File: src/rtl/sevenseg_scan_if.sv
// rtl/sevenseg_scan_if.sv - digit bus and 7-segment display signals for sevenseg_scan
interface sevenseg_scan_if;
  logic [2:0] m10;
  logic [3:0] m1;
  logic [2:0] s10;
  logic [3:0] s1;
  logic       pause;
  logic [6:0] seg;
  logic [3:0] an;
  logic       dp;

  modport master (output m10, m1, s10, s1, pause, input seg, an, dp);
  modport slave  (input m10, m1, s10, s1, pause, output seg, an, dp);
endinterface

File: src/rtl/sevenseg_scan.sv
// rtl/sevenseg_scan.sv - 4-digit multiplexed common-anode 7-segment driver with per-frame snapshot
// Optional blink-while-paused enabled by defining SEVENSEG_SCAN_BLINK_EN.
module sevenseg_scan #(
  parameter logic [15:0] SCAN_DIV  = 16'd50000,
  parameter logic [25:0] BLINK_DIV = 26'd25000000
) (
  input  logic            clkDis,
  input  logic            rstN,
  sevenseg_scan_if.slave  bus
);

  function automatic logic [6:0] decode(input logic [3:0] v);
    case (v)
      4'd0:    decode = 7'b1000000;
      4'd1:    decode = 7'b1111001;
      4'd2:    decode = 7'b0100100;
      4'd3:    decode = 7'b0110000;
      4'd4:    decode = 7'b0011001;
      4'd5:    decode = 7'b0010010;
      4'd6:    decode = 7'b0000010;
      4'd7:    decode = 7'b1111000;
      4'd8:    decode = 7'b0000000;
      4'd9:    decode = 7'b0010000;
      default: decode = 7'b0111111;
    endcase
  endfunction

  logic [15:0] cnt_q, cnt_d;
  logic [1:0]  idx_q, idx_d;
  logic [13:0] snap_q, snap_d;
  logic        load_first_q, load_first_d;
  logic [3:0]  an_q, an_d;
  logic [6:0]  seg_q, seg_d;
  logic        dp_q, dp_d;

  logic [13:0] live;
  logic [13:0] snap_src;
  logic [3:0]  digit;
  logic        cnt_wrap;
  logic        blank;

  // Snapshot layout: {m10, m1, s10, s1}
  assign live = {bus.m10, bus.m1, bus.s10, bus.s1};

`ifdef SEVENSEG_SCAN_BLINK_EN
  logic [25:0] blink_cnt_q, blink_cnt_d;
  logic        phase_q, phase_d;

  // Blink timing restarts from phase 0 whenever pause drops.
  always_comb begin
    blink_cnt_d = blink_cnt_q;
    phase_d     = phase_q;
    if (!bus.pause) begin
      blink_cnt_d = 26'd0;
      phase_d     = 1'b0;
    end else if (blink_cnt_q == BLINK_DIV - 26'd1) begin
      blink_cnt_d = 26'd0;
      phase_d     = ~phase_q;
    end else begin
      blink_cnt_d = blink_cnt_q + 26'd1;
    end
  end

  always_ff @(posedge clkDis or negedge rstN) begin
    if (!rstN) begin
      blink_cnt_q <= 26'd0;
      phase_q     <= 1'b0;
    end else begin
      blink_cnt_q <= blink_cnt_d;
      phase_q     <= phase_d;
    end
  end

  assign blank = bus.pause && phase_q;
`else
  logic unused_blink;
  assign unused_blink = ^{bus.pause, BLINK_DIV};
  assign blank        = 1'b0;
`endif

  always_comb begin
    cnt_wrap     = (cnt_q == SCAN_DIV - 16'd1);
    cnt_d        = cnt_wrap ? 16'd0 : cnt_q + 16'd1;
    idx_d        = cnt_wrap ? idx_q + 2'd1 : idx_q;
    load_first_d = 1'b0;
    // The first edge after reset shows live inputs so the display is never stale.
    snap_src     = load_first_q ? live : snap_q;
    snap_d       = snap_q;
    if (load_first_q || (cnt_wrap && idx_q == 2'd3))
      snap_d = live;

    case (idx_q)
      2'd0:    digit = snap_src[3:0];
      2'd1:    digit = {1'b0, snap_src[6:4]};
      2'd2:    digit = snap_src[10:7];
      default: digit = {1'b0, snap_src[13:11]};
    endcase

    an_d  = ~(4'b0001 << idx_q);
    seg_d = decode(digit);
    dp_d  = (idx_q != 2'd2);
    if (blank) begin
      an_d = 4'b1111;
      dp_d = 1'b1;
    end
  end

  always_ff @(posedge clkDis or negedge rstN) begin
    if (!rstN) begin
      cnt_q        <= 16'd0;
      idx_q        <= 2'd0;
      snap_q       <= 14'd0;
      load_first_q <= 1'b1;
      an_q         <= 4'b1111;
      seg_q        <= 7'b1111111;
      dp_q         <= 1'b1;
    end else begin
      cnt_q        <= cnt_d;
      idx_q        <= idx_d;
      snap_q       <= snap_d;
      load_first_q <= load_first_d;
      an_q         <= an_d;
      seg_q        <= seg_d;
      dp_q         <= dp_d;
    end
  end

  assign bus.an  = an_q;
  assign bus.seg = seg_q;
  assign bus.dp  = dp_q;

endmodule

File: src/flat_wrapper.sv
// flat-port wrapper written by rule: the top's interface ports become plain ports
module sevenseg_scan_flat 
#(
  parameter logic [15:0] SCAN_DIV  = 16'd50000,
  parameter logic [25:0] BLINK_DIV = 26'd25000000
)
  (clkDis, rstN, bus_m10, bus_m1, bus_s10, bus_s1, bus_pause, bus_seg, bus_an, bus_dp);
  sevenseg_scan_if bus_i ();
  input  logic clkDis;
  input  logic rstN;
  input wire logic [$bits(bus_i.m10)-1:0] bus_m10;
  input wire logic [$bits(bus_i.m1)-1:0] bus_m1;
  input wire logic [$bits(bus_i.s10)-1:0] bus_s10;
  input wire logic [$bits(bus_i.s1)-1:0] bus_s1;
  input wire logic [$bits(bus_i.pause)-1:0] bus_pause;
  output wire logic [$bits(bus_i.seg)-1:0] bus_seg;
  output wire logic [$bits(bus_i.an)-1:0] bus_an;
  output wire logic [$bits(bus_i.dp)-1:0] bus_dp;
  assign bus_i.m10 = bus_m10;
  assign bus_i.m1 = bus_m1;
  assign bus_i.s10 = bus_s10;
  assign bus_i.s1 = bus_s1;
  assign bus_i.pause = bus_pause;
  assign bus_seg = bus_i.seg;
  assign bus_an = bus_i.an;
  assign bus_dp = bus_i.dp;
  sevenseg_scan #(.SCAN_DIV(SCAN_DIV), .BLINK_DIV(BLINK_DIV)) u_core (.clkDis(clkDis), .rstN(rstN), .bus(bus_i));
endmodule
File: config.mk
export PLATFORM = sky130hd
export DESIGN_NAME = sevenseg_scan_flat
export DESIGN_NICKNAME = d
export VERILOG_FILES = /design/src/rtl/sevenseg_scan_if.sv /design/src/rtl/sevenseg_scan.sv /design/src/flat_wrapper.sv
export SDC_FILE = /design/constraint.sdc
export NUM_CORES = 1
export LEC_CHECK = 0
export BUFFER_PORTS_ARGS = -buffer_cell sky130_fd_sc_hd__buf_2
export CAP_MARGIN = 10
export CORE_ASPECT_RATIO = 1.1
export CORE_MARGIN = 2
export CORE_UTILIZATION = 30
export DETAILED_ROUTE_END_ITERATION = 10
export GPL_ROUTABILITY_DRIVEN = 0
export PLACE_DENSITY = 0.54
export SLEW_MARGIN = 15
export SYNTH_ARGS = -nofsm -noshare
export SYNTH_HDL_FRONTEND = slang
export SYNTH_SLANG_ARGS = --single-unit
File: constraint.sdc
create_clock -name clkDis -period 2.1 [get_ports clkDis]
set_input_delay 0.525 -clock clkDis [delete_from_list [all_inputs] [get_ports clkDis]]
set_output_delay 0.525 -clock clkDis [all_outputs]
set_load 0.01 [all_outputs]
==> out/metrics.csv, run 1 <==
stage,metric,value,unit
timing,Final Hold Vio Count,0,
cts,# H-tree levels,2,
global_route,initial antenna violation count,0,
cells_and_area,area growth from synthesis to layout,29.0,%
synth,Avg Inst Size Synth,11.8,sq um
synth,total nets after synthesis,208,
floorplan,total die area,0.00787,sq mm
pwr,Switching Fraction,23.4,%
cts,CTS max path bufs,2,
floorplan,I/O pins,29,
pwr,Comb power frac,13.5,%
worst_setup_path,worst-path maximum fanout,7,
global_route,GRT Total Usage,11.8,%
worst_setup_path,Crit-path slowest cell,or4b_1,
floorplan,Die W,84.8,um
cells_and_area,Fill cells,701,
status,status,finished with violations,
synth,Post-synth EDFFs,0,
synth,largest area contributor in the netlist,dfrtp_1,
placement,Worst Setup Slack post-DPL,-125,ps
synth,ys async rst share,100,%
worst_setup_path,CP peak stage delay,520,ps
timing,setup TNS,-600,ps
cts,later-pin clock latency in the skew report,290,ps
timing,Slew Limit Headroom,65.7,%
timing,fmax,0.463,GHz
run,Max Cap Viol,0,
pwr,Max rail drop VDD,0.273,mV
cells_and_area,Final nets,267,
worst_setup_path,Crit path required time,2280,ps
cells_and_area,layout cell share with drive strength beyond 1,44.2,%
pwr,Pleak,1.30,nW
pwr,sequential power share,55.1,%
floorplan,Die H,92.8,um
worst_hold_path,HP Class,in2async,
synth,number of distinct library cells after synthesis,42,
synth,Synth Register Bits,44,
cts,CTS buffer count,5,
worst_setup_path,worst reg-to-reg path cell count,6,
global_route,wire length of the first global-routing pass,7310,um
cts,TritonCTS clock tree,built,
cts,clk slew on worst S/H paths,70,ps
drt,wire per inst,13.4,um
pwr,Clock power frac,31.4,%
drt,DRC,0,
timing,RSZ-0062 raised after global routing,yes,
worst_setup_path,Critical Path Stages,6,
synth,Mapped Area,0.00215,sq mm
timing,part of the cycle the worst path needs,103,%
pwr,Internal,1.30,mW
floorplan,initial core utilization,30.9,%
timing,final worst slack,-62.0,ps
global_route,number of global-route vias before repair,1533,
floorplan,Rows,32,
worst_setup_path,r2r endpoint,u_core.snap_q[2]$_DFFE_PN0P_,
placement,detailed placer's ending HPWL,3140,um
cells_and_area,"commonest cells after routing, fill and taps aside","31 x dfrtp_1, 28 x buf_4, 27 x buf_2",
cells_and_area,"most common cell after layout, fill and taps aside",dfrtp_1,
worst_setup_path,Critical Path Start,u_core.cnt_q[4]$_DFF_PN0_,
cells_and_area,Inserted Diodes,0,
synth,ys flop type,dfrtp_1,
synth,sequential area share after synthesis,51.9,%
cts,Num Clock Sinks,44,
status,violated checks,setup timing,
pwr,PwrDens,612,mW/mm^2
worst_setup_path,Worst setup SP type,flip-flop,
synth,Ys Warns,0,
pwr,Net Sw Power,0.398,mW
timing,min Tclk post-route,2160,ps
worst_setup_path,Critical Path End,u_core.snap_q[2]$_DFFE_PN0P_,
global_route,GR Overflow Total,0,
timing,fin. max-slew vios,0,
drt,First-pass DRT Iterations,3,
drt,WL final,4370,um
cts,hold_buf cts,0,
synth,post-synth top area share,37.2,%
worst_setup_path,Crit Path Category,reg2reg,
floorplan,core area,0.00697,sq mm
synth,Area contributors post-synth,"dfrtp_1 37%, dfstp_2 15%, mux2_4 7.0%",
worst_setup_path,worst-path cell chain,or4b_1 -> or4_4 -> nor3_4 -> buf_6 -> a21oi_4 -> mux2_4,
cts,Root Buffer,clkbuf_8,
worst_setup_path,"setup slack, reg-to-reg",-60,ps
worst_setup_path,Setup crit end kind,flip-flop,
timing,Worst Max-Slew Pin Slew,514,ps
timing,"Setup violations, final",14,
placement,input/output buffers,27,
synth,Mapped Cells,182,
pwr,total power,1.70,mW
worst_setup_path,critical path's top delay family,simple AND/OR/NAND/NOR gates,
worst_setup_path,critical path arrival,2340,ps
drt,ANT nets after route,0,
worst_setup_path,worst reg2reg startpoint,u_core.cnt_q[4]$_DFF_PN0_,
drt,drt via density,4.59,
worst_setup_path,Crit path buffers/inverters,1,
timing,final hold slack,199,ps
drt,DR vias,1502,
drt,Initial DRC Count,51,
global_route,largest net degree at the start of global routing,24,
timing,Final Skew,5.61,ps
-- layer usage --
metal  GRT usage [%]  share of wire (%)  up-vias
li1                -                  -      752
met1            14.0                 44      721
met2            20.1                 51       22
met3            3.74                3.8        7
met4            4.23                1.2        0
met5               0                  0        -
-- logic make-up (layout without fill, tap and decap cells) --
family / count (synthesis) / after routing / synth area share, %
AND/OR/NAND/NOR: 57 / 57 / 14.7
flip-flops: 44 / 44 / 51.9
AO/OA/AOI/OAI: 23 / 24 / 7.79
multiplexers: 19 / 19 / 11.4
buffers and inverters: 15 / 74 / 3.20
XOR/XNOR: 14 / 14 / 5.70
adder cells (fa/ha/maj): 9 / 9 / 5.23
other: 1 / 1 / 0.174
-- sequential cells by signal, indices dropped and copies added (netlist names) --
name / count
u_core.idx_q: 2
u_core.snap_q: 14
u_core.cnt_q: 16
u_core.bus.seg: 7
u_core.load_first_q: 1
u_core.bus.an: 4
-- timing repair --
item	in CTS	in global routing
pin swaps	3	3
setup buffers	3	2
setup endpoints to repair	17	21
endpoints found under the hold margin	0	0
resized for setup	6	12
cloned	1	0
-- worst min path at each step --
stage | cells after the start | to | startpoint
after floorplan | 0 | u_core.cnt_q[0]$_DFF_PN0_ | rstN
after global placement | 1 | u_core.snap_q[3]$_DFFE_PN0P_ | u_core.snap_q[3]$_DFFE_PN0P_
after detailed placement | 1 | u_core.cnt_q[11]$_DFF_PN0_ | u_core.cnt_q[11]$_DFF_PN0_
after CTS | 1 | u_core.cnt_q[4]$_DFF_PN0_ | rstN
after global routing | 1 | u_core.snap_q[4]$_DFFE_PN0P_ | rstN
final | 1 | u_core.snap_q[3]$_DFFE_PN0P_ | rstN
-- layout make-up --
cell class	instances	area, sq um	area share (%)
Clock buffer	8	90.1	3.24
Sequential cell	44	1120	40.4
Inverter	10	37.5	1.35
Timing Repair Buffer	56	357	12.8
Tap cell	85	106	3.83
Multi-Input combinational cell	124	1060	38.4
-- stage by stage --
step | instance area [sq um] | instances | util (%)
3_5_place_dp | 2570 | 313 | 36.9
5_1_grt | 2780 | 327 | 39.9
3_3_place_gp | 2570 | 313 | 36.9
6_report | 2780 | 327 | 39.9
2_1_floorplan | 2180 | 182 | -
4_1_cts | 2710 | 325 | 38.9
-- cells in the mapped netlist (4+ instances only) --
| cell | number |
|---|---|
| dfrtp_1 | 32 |
| dfstp_2 | 12 |
| nand2_1 | 12 |
| nor2_1 | 11 |
| inv_1 | 10 |
| mux2_4 | 10 |
| nand3_1 | 10 |
| ha_1 | 9 |
| xor2_1 | 9 |
| mux2i_1 | 5 |
| o21ai_0 | 5 |
| xnor2_1 | 5 |
| and2_1 | 4 |
| and4_1 | 4 |
| mux2_2 | 4 |
-- power by group through the flow --
stage,sequential (mW),combinational (mW),clock (mW)
3_5_place_dp,0.948,0.225,0
6_report,0.935,0.229,0.534
3_3_place_gp,0.948,0.223,0
4_1_cts,0.934,0.227,0.567
5_1_grt,0.941,0.254,0.596
2_1_floorplan,0.953,0.122,0
Power figures use the tool's default switching activity.
==> inputs of run 2 (changes only) <==
--- a/config.mk
+++ b/config.mk
@@ -5,6 +5,7 @@
 export SDC_FILE = /design/constraint.sdc
 export NUM_CORES = 1
 export LEC_CHECK = 0
+export ABC_AREA = 1
 export BUFFER_PORTS_ARGS = -buffer_cell sky130_fd_sc_hd__buf_2
 export CAP_MARGIN = 10
 export CORE_ASPECT_RATIO = 1.1
@@ -12,7 +13,7 @@
 export CORE_UTILIZATION = 30
 export DETAILED_ROUTE_END_ITERATION = 10
 export GPL_ROUTABILITY_DRIVEN = 0
-export PLACE_DENSITY = 0.54
+export PLACE_DENSITY = 0.53
 export SLEW_MARGIN = 15
 export SYNTH_ARGS = -nofsm -noshare
 export SYNTH_HDL_FRONTEND = slang
==> run 2 against run 1 <==
  * The run now ends clean
  * Sequential power down 1%
  * Core utilization down 4.0 points
  * Clock skew grew 8.8 ps
  * Synthesized area grew 11%
  * Total power grew 7.1%
  * Worst hold slack lost 9.8 ps
  * Register-to-register slack better by 240 ps
  * Die area is 10% higher
  * Synthesized cell count up 59%
  * Worst setup slack better by 240 ps
  * Via count grew 27%
==> out/metrics.csv, run 2 <==
stage,metric,value,unit,change
timing,Worst Max-Slew Pin Slew,694,ps,+180 ps
cts,# H-tree levels,2,,unchanged
worst_setup_path,Crit path required time,2350,ps,+70 ps
cts,later-pin clock latency in the skew report,300,ps,about the same
global_route,number of global-route vias before repair,1967,,+28%
cells_and_area,area growth from synthesis to layout,17.6,%,
timing,part of the cycle the worst path needs,91.7,%,-11 points
cts,clk slew on worst S/H paths,90,ps,+20 ps
global_route,initial antenna violation count,0,,unchanged
cells_and_area,"commonest cells after routing, fill and taps aside","80 x nand2_1, 32 x dfrtp_1, 28 x inv_1",,
cts,Num Clock Sinks,44,,unchanged
pwr,PwrDens,648,mW/mm^2,+6.0%
timing,Final Hold Vio Count,0,,unchanged
floorplan,initial core utilization,30.5,%,-0.39 points
floorplan,Rows,34,,+6.3%
cells_and_area,"most common cell after layout, fill and taps aside",nand2_1,,
worst_setup_path,critical path arrival,2170,ps,-170 ps
synth,largest area contributor in the netlist,dfrtp_1,,
drt,First-pass DRT Iterations,4,,+1
placement,detailed placer's ending HPWL,3530,um,+12%
synth,ys flop type,dfrtp_1,,
cells_and_area,max reg flops,16,,unchanged
synth,Synth Area in Adders,4.72,%,-0.52 points
synth,Synth Register Bits,44,,unchanged
cts,CTS max path bufs,2,,unchanged
synth,most numerous cell in the Yosys netlist,nand2_1,,
synth,Area contributors post-synth,"dfrtp_1 34%, dfstp_2 13%, nand2_1 13%",,
cells_and_area,Final nets,348,,+30%
drt,Initial DRC Count,119,,+130%
timing,Slew Limit Headroom,53.3,%,-12 points
synth,Synth top cells by count,"80 x nand2_1, 32 x dfrtp_1, 29 x inv_1, 26 x nand3_1, 17 x nor2_1",,
worst_setup_path,worst reg2reg startpoint,u_core.idx_q[1]$_DFFE_PN0N_,,
worst_setup_path,worst-path maximum fanout,7,,unchanged
cells_and_area,Biggest register,u_core.cnt_q,,
synth,number of distinct library cells after synthesis,30,,-29%
synth,Avg Inst Size Synth,8.26,sq um,-30%
placement,input/output buffers,27,,unchanged
worst_hold_path,HP Class,in2async,,
global_route,GR Overflow Total,0,,unchanged
drt,ANT nets after route,0,,unchanged
floorplan,total die area,0.00869,sq mm,+10%
cells_and_area,Final Cell Area,0.00281,sq mm,+1.1%
cts,CTS buffer count,5,,unchanged
worst_setup_path,Crit Path Category,reg2reg,,
worst_setup_path,r2r endpoint,u_core.bus.seg[3]$_DFF_PN1_,,
global_route,largest net degree at the start of global routing,45,,+88%
cells_and_area,Inserted Diodes,0,,unchanged
synth,total nets after synthesis,315,,+51%
cells_and_area,layout cell share with drive strength beyond 1,26.9,%,-17 points
global_route,GRT Total Usage,12.8,%,+0.95 points
timing,min Tclk post-route,1930,ps,-236 ps
synth,post-synth top area share,33.5,%,-3.7 points
timing,"Setup violations, final",0,,-14
placement,Placed Area,0.00266,sq mm,+3.5%
pwr,Pleak,1.42,nW,+9.3%
drt,wire per inst,11.4,um,-15%
floorplan,I/O pins,29,,unchanged
cts,TritonCTS clock tree,built,,
cells_and_area,Multi-input gate area,0.00108,sq mm,+1.9%
status,status,finished clean,,
global_route,wire length of the first global-routing pass,8850,um,+21%
cts,Root Buffer,clkbuf_8,,
cells_and_area,Fill cells,864,,+23%
timing,Final Skew,14.5,ps,+8.85 ps
synth,Mapped Cells,289,,+59%
run,Max Cap Viol,0,,unchanged
pwr,total power,1.82,mW,+7.1%
synth,largest family of logic cells by synthesized area,simple AND/OR/NAND/NOR gates,,
timing,fmax,0.519,GHz,+12%
floorplan,core area,0.00783,sq mm,+12%
synth,compound-gate portion of the synthesized area,4.14,%,-3.7 points
pwr,Max rail drop VDD,0.220,mV,-19%
synth,Post-synth EDFFs,0,,unchanged
synth,sequential area share after synthesis,46.8,%,-5.1 points
synth,Mapped Area,0.00239,sq mm,+11%
worst_setup_path,worst reg-to-reg path cell count,13,,+7
floorplan,Die H,97.6,um,+5.1%
drt,DR vias,1914,,+27%
worst_setup_path,Setup crit end kind,flip-flop,,
drt,drt via density,4.44,,-3.3%
floorplan,Die W,89.1,um,+5.1%
synth,Ys Warns,0,,unchanged
drt,DRC,0,,unchanged
synth,Synth Area in XOR/XNOR,3.67,%,-2.0 points
drt,WL final,4910,um,+12%
worst_setup_path,"setup slack, reg-to-reg",170,ps,+240 ps
synth,ys async rst share,100,%,unchanged
worst_setup_path,Worst setup SP type,flip-flop,,
synth,Synth Area in Simple Gates,31.6,%,+17 points
synth,mux contribution to synthesized area,0,%,-11 points
timing,fin. max-slew vios,0,,unchanged
cells_and_area,Seq. cell area,0.00112,sq mm,-0.45%
[run 2: changes by cell type after synthesis, sizes merged, moves of 4 or more]
cell   change
nor2       +9
nand4      +6
a21oi      +5
nand2     +82
mux2      -14
and4       -4
xnor2      -5
o21ai      +4
mux2i      -5
nand3     +17
and2       -4
inv       +27
[run 2: how the worst max path moves through the flow]
| stage | startpoint | slack (ps) | depth (start not counted) | end |
|---|---|---|---|---|
| after floorplan | u_core.idx_q[0]$_DFFE_PN0N_ | 310 | 16 | u_core.bus.seg[3]$_DFF_PN1_ |
| after CTS | u_core.idx_q[1]$_DFFE_PN0N_ | 90 | 15 | u_core.bus.seg[3]$_DFF_PN1_ |
| final | u_core.idx_q[1]$_DFFE_PN0N_ | 170 | 13 | u_core.bus.seg[3]$_DFF_PN1_ |
| after detailed placement | u_core.idx_q[1]$_DFFE_PN0N_ | 120 | 15 | u_core.bus.seg[3]$_DFF_PN1_ |
| after global routing | u_core.idx_q[1]$_DFFE_PN0N_ | -30 | 13 | u_core.bus.seg[3]$_DFF_PN1_ |
| after global placement | u_core.idx_q[1]$_DFFE_PN0N_ | 120 | 15 | u_core.bus.seg[3]$_DFF_PN1_ |
[run 2: routing by layer]
layer / vias up / global-route usage [%] / share of wire [%]
met1: 902 / 16.5 / 46
met5: - / 0 / 0
met4: 0 / 3.21 / 0.63
li1: 975 / - / -
met2: 32 / 21.2 / 50
met3: 5 / 3.14 / 3.7
[run 2: final cells by class]
class | count | area share (%)
repair buffers | 34 | 7.13
well taps | 108 | 4.81
clock inverters | 2 | 1.38
clock buffers | 6 | 2.94
multi-input cells | 198 | 38.7
inverters | 39 | 5.31
flip-flops and latches | 44 | 39.8
[run 2: kinds of logic after synthesis]
kind of cell	after synthesis
flip-flops	44
other	1
AO/OA/AOI/OAI	19
AND/OR/NAND/NOR	159
buffers and inverters	47
XOR/XNOR	10
adder cells (fa/ha/maj)	9
[run 2: critical path: stages (launching register included)]
cell and delay (ps):
dfrtp_1 450, inv_1 160, ha_2 290, nand2_1 70
nand4_1 120, nand2_1 70, nand2_1 70, nand2_1 70
ha_1 290, inv_1 60, nand2_1 50, nand2_1 60
nand2_1 40, nand2_1 60
[run 2: repair_timing]
action | in CTS | in global routing
buffers inserted | 0 | 0
hold buffers | 0 | 0
gates resized for setup | 0 | 6
endpoints found under the setup margin | 0 | 3
[run 2: power breakdown]
group / leakage (nW) / total (mW) / internal, mW / switching [mW]
sequential: 0.533 / 0.921 / 0.905 / 0.0164
combinational: 0.826 / 0.201 / 0.0770 / 0.124
clock: 0.0614 / 0.697 / 0.389 / 0.308
total: 1.42 / 1.82 / 1.37 / 0.448
[run 2: metrics by stage]
stage | TNS (ps) | worst slack [ps] | util [%] | hold slack [ps] | std cells
global route | -32.0 | -27.4 | 35.9 | 188 | 431
CTS | 0 | 85.2 | 35.5 | 193 | 431
detailed placement | 0 | 117 | 34.0 | 458 | 423
floorplan | 0 | 312 | - | 229 | 289
global placement | 0 | 120 | 34.0 | 447 | 423
finish | 0 | 174 | 35.9 | 189 | 431
==> inputs of run 3 (changes only) <==
--- a/config.mk
+++ b/config.mk
@@ -11,6 +11,7 @@
 export CORE_ASPECT_RATIO = 1.1
 export CORE_MARGIN = 2
 export CORE_UTILIZATION = 30
+export CTS_BUF_LIST = sky130_fd_sc_hd__clkbuf_16
 export DETAILED_ROUTE_END_ITERATION = 10
 export GPL_ROUTABILITY_DRIVEN = 0
 export PLACE_DENSITY = 0.53
==> run 3 against run 2 <==
  * Flip-flop and latch count did not move
  * Critical path depth rose by 2
  * Clock power rose by 27%
  * First-iteration DRC count decreased by 13%
  * Non-clock buffer count stayed put
  * Wire length increased by 0.45%
  * Via count fell by 0.52%
  * Global-route usage rose by 0.10 points
  * Total power increased by 10%
  * Clock skew down 5.6 ps
  * Cell count unchanged
  * Die area did not move
  * Largest cell class unchanged
==> out/metrics.csv, run 3 (synthesized netlist as in run 2, its figures left out) <==
stage,metric,value,unit,change
status,status,finished clean,,
cells_and_area,"commonest cells after routing, fill and taps aside","80 x nand2_1, 32 x dfrtp_1, 29 x inv_1",,
worst_setup_path,Setup crit end kind,flip-flop,,
worst_setup_path,worst-path cell chain,inv_1 -> ha_2 -> nand2_1 -> nand2_1 -> inv_1 -> nand2_1 -> nand3_1 -> nand2_1 -> inv_2 -> ha_1 -> inv_1 -> nand2_1 -> nand2_1 -> nand2_1 -> nand2_1,,
global_route,number of global-route vias before repair,1960,,-0.36%
worst_setup_path,Crit path required time,2330,ps,-20 ps
cells_and_area,Final nets,348,,unchanged
worst_setup_path,CP peak stage delay,380,ps,-70 ps
timing,"Setup violations, final",0,,unchanged
pwr,Max rail drop VDD,0.267,mV,+21%
placement,Worst Setup Slack post-DPL,117,ps,unchanged
timing,part of the cycle the worst path needs,91.1,%,-0.55 points
drt,drt via density,4.42,,-0.52%
global_route,GRT Total Usage,12.9,%,+0.10 points
cells_and_area,Inserted Diodes,0,,unchanged
drt,wire per inst,11.4,um,+0.45%
floorplan,total die area,0.00869,sq mm,unchanged
drt,DR vias,1904,,-0.52%
worst_setup_path,Most Frequent Cell on Critical Path,nand2_1,,
drt,First-pass DRT Iterations,4,,unchanged
global_route,largest net degree at the start of global routing,45,,unchanged
timing,final hold slack,208,ps,+18.5 ps
pwr,Pleak,1.44,nW,+1.2%
worst_setup_path,Critical Path Stages,15,,+2
drt,Initial DRC Count,103,,-13%
global_route,initial antenna violation count,0,,unchanged
cells_and_area,max reg flops,16,,unchanged
worst_hold_path,HP Class,in2async,,
global_route,wire length of the first global-routing pass,8830,um,-0.15%
pwr,PwrDens,707,mW/mm^2,+9.0%
pwr,Comb power frac,10.0,%,-1.1 points
cells_and_area,"non-filler cells, final",431,,unchanged
floorplan,Die W,89.1,um,unchanged
timing,fmax,0.522,GHz,+0.60%
floorplan,core area,0.00783,sq mm,unchanged
timing,RSZ-0062 raised after global routing,no,,
cells_and_area,layout cell share with drive strength beyond 1,26.3,%,-0.62 points
pwr,Net Sw Power,0.467,mW,+4.2%
floorplan,initial core utilization,30.5,%,unchanged
worst_setup_path,worst reg-to-reg path cell count,15,,+2
worst_setup_path,Crit-path slowest cell,dfrtp_1,,
floorplan,Rows,34,,unchanged
cts,clk slew on worst S/H paths,70,ps,-20 ps
cts,CTS max path bufs,2,,unchanged
cts,# H-tree levels,2,,unchanged
cells_and_area,Multi-input gate area,0.00107,sq mm,-0.92%
cells_and_area,Seq. cell area,0.00112,sq mm,unchanged
floorplan,I/O pins,29,,unchanged
global_route,GR Overflow Total,0,,unchanged
worst_setup_path,Crit Path Category,reg2reg,,
pwr,Internal,1.54,mW,+12%
cells_and_area,Fill cells,859,,-0.58%
timing,Slew Limit Headroom,53.3,%,about the same
placement,placed cells,423,,unchanged
cts,later-pin clock latency in the skew report,280,ps,-20 ps
worst_setup_path,critical path arrival,2140,ps,-30 ps
cells_and_area,Finished Core Util,36.3,%,+0.46 points
placement,Placed Area,0.00266,sq mm,unchanged
cts,Setup Buffers After CTS,0,,unchanged
timing,Final Skew,8.90,ps,-5.55 ps
cells_and_area,area growth from synthesis to layout,19.1,%,
floorplan,Die H,97.6,um,unchanged
cts,CTS buffer count,5,,unchanged
cells_and_area,Final Cell Area,0.00284,sq mm,+1.3%
cts,hold_buf cts,0,,unchanged
drt,DRC,0,,unchanged
worst_setup_path,critical path's top delay family,simple AND/OR/NAND/NOR gates,,
timing,Final Hold Vio Count,0,,unchanged
pwr,Clock power frac,44.1,%,+5.8 points
cells_and_area,"most common cell after layout, fill and taps aside",nand2_1,,
timing,min Tclk post-route,1910,ps,-11.6 ps
timing,fin. max-slew vios,0,,unchanged
pwr,sequential power share,45.9,%,-4.7 points
cts,PostCTS Resize Cnt,0,,unchanged
placement,detailed placer's ending HPWL,3530,um,unchanged
cts,Root Buffer,clkbuf_16,,
timing,Worst Max-Slew Pin Slew,694,ps,+0.281 ps
pwr,total power,2.01,mW,+10%
worst_setup_path,Crit path buffers/inverters,4,,+2
cts,TritonCTS clock tree,built,,
worst_setup_path,Worst setup SP type,flip-flop,,
timing,setup TNS,0,ps,unchanged
drt,WL final,4930,um,+0.45%
worst_setup_path,"setup slack, reg-to-reg",190,ps,about the same
cells_and_area,Biggest register,u_core.cnt_q,,
pwr,Switching Fraction,23.3,%,-1.4 points
cts,Num Clock Sinks,44,,unchanged
drt,ANT nets after route,0,,unchanged
run,Max Cap Viol,0,,unchanged
placement,input/output buffers,27,,unchanged
timing,final worst slack,186,ps,+11.6 ps
worst_setup_path,worst-path maximum fanout,7,,unchanged
run 3: changes by cell type in the layout (fill, tap and decap cells not counted):
cell | before | now
inv_1 | 28 | 29
ha_4 | 2 | 1
clkinv_1 | 0 | 1
clkbuf_8 | 6 | 0
ha_2 | 1 | 2
inv_2 | 9 | 8
clkbuf_16 | 0 | 5
run 3: final cells by class:
cell class	instances	share of cell area, %
multi-input cells	198	37.8
repair buffers	34	7.04
clock buffers	5	4.40
inverters	39	5.24
well taps	108	4.75
clock inverters	3	1.50
flip-flops and latches	44	39.3
run 3: worst paths after layout:
| kind | startpoint | endpoint |
|---|---|---|
| max | u_core.idx_q[0]$_DFFE_PN0N_ | u_core.bus.seg[3]$_DFF_PN1_ |
| min | rstN | u_core.snap_q[8]$_DFFE_PN0P_ |
| max reg2reg | u_core.idx_q[0]$_DFFE_PN0N_ | u_core.bus.seg[3]$_DFF_PN1_ |
| min reg2reg | u_core.cnt_q[0]$_DFF_PN0_ | u_core.cnt_q[0]$_DFF_PN0_ |
| max in group asynchronous | rstN | u_core.load_first_q$_DFF_PN1_ |
| min in group clkDis | bus_s1[0] | u_core.snap_q[0]$_DFFE_PN0P_ |
run 3: worst register-to-register path: stages, from the launching register on:
cell and delay (ps):
dfrtp_1 380, inv_1 150, ha_2 300, nand2_1 70, nand2_1 60, inv_1 30
nand2_1 50, nand3_1 100, nand2_1 110, inv_2 50, ha_1 260, inv_1 60
nand2_1 50, nand2_1 60, nand2_1 40, nand2_1 60
run 3: layer usage:
| layer | GRT usage (%) | share of wire, % |
|---|---|---|
| met5 | 0 | 0 |
| met4 | 4.13 | 0.97 |
| met3 | 2.63 | 3.7 |
| met2 | 21.6 | 50 |
| met1 | 16.3 | 46 |
run 3: power groups by stage:
stage / Sequential [mW] / Clock (mW) / Combinational [mW]
floorplan: 0.946 / 0 / 0.111
global placement: 0.937 / 0 / 0.203
detailed placement: 0.938 / 0 / 0.205
CTS: 0.923 / 0.916 / 0.206
global route: 0.927 / 0.959 / 0.234
finish: 0.923 / 0.885 / 0.201
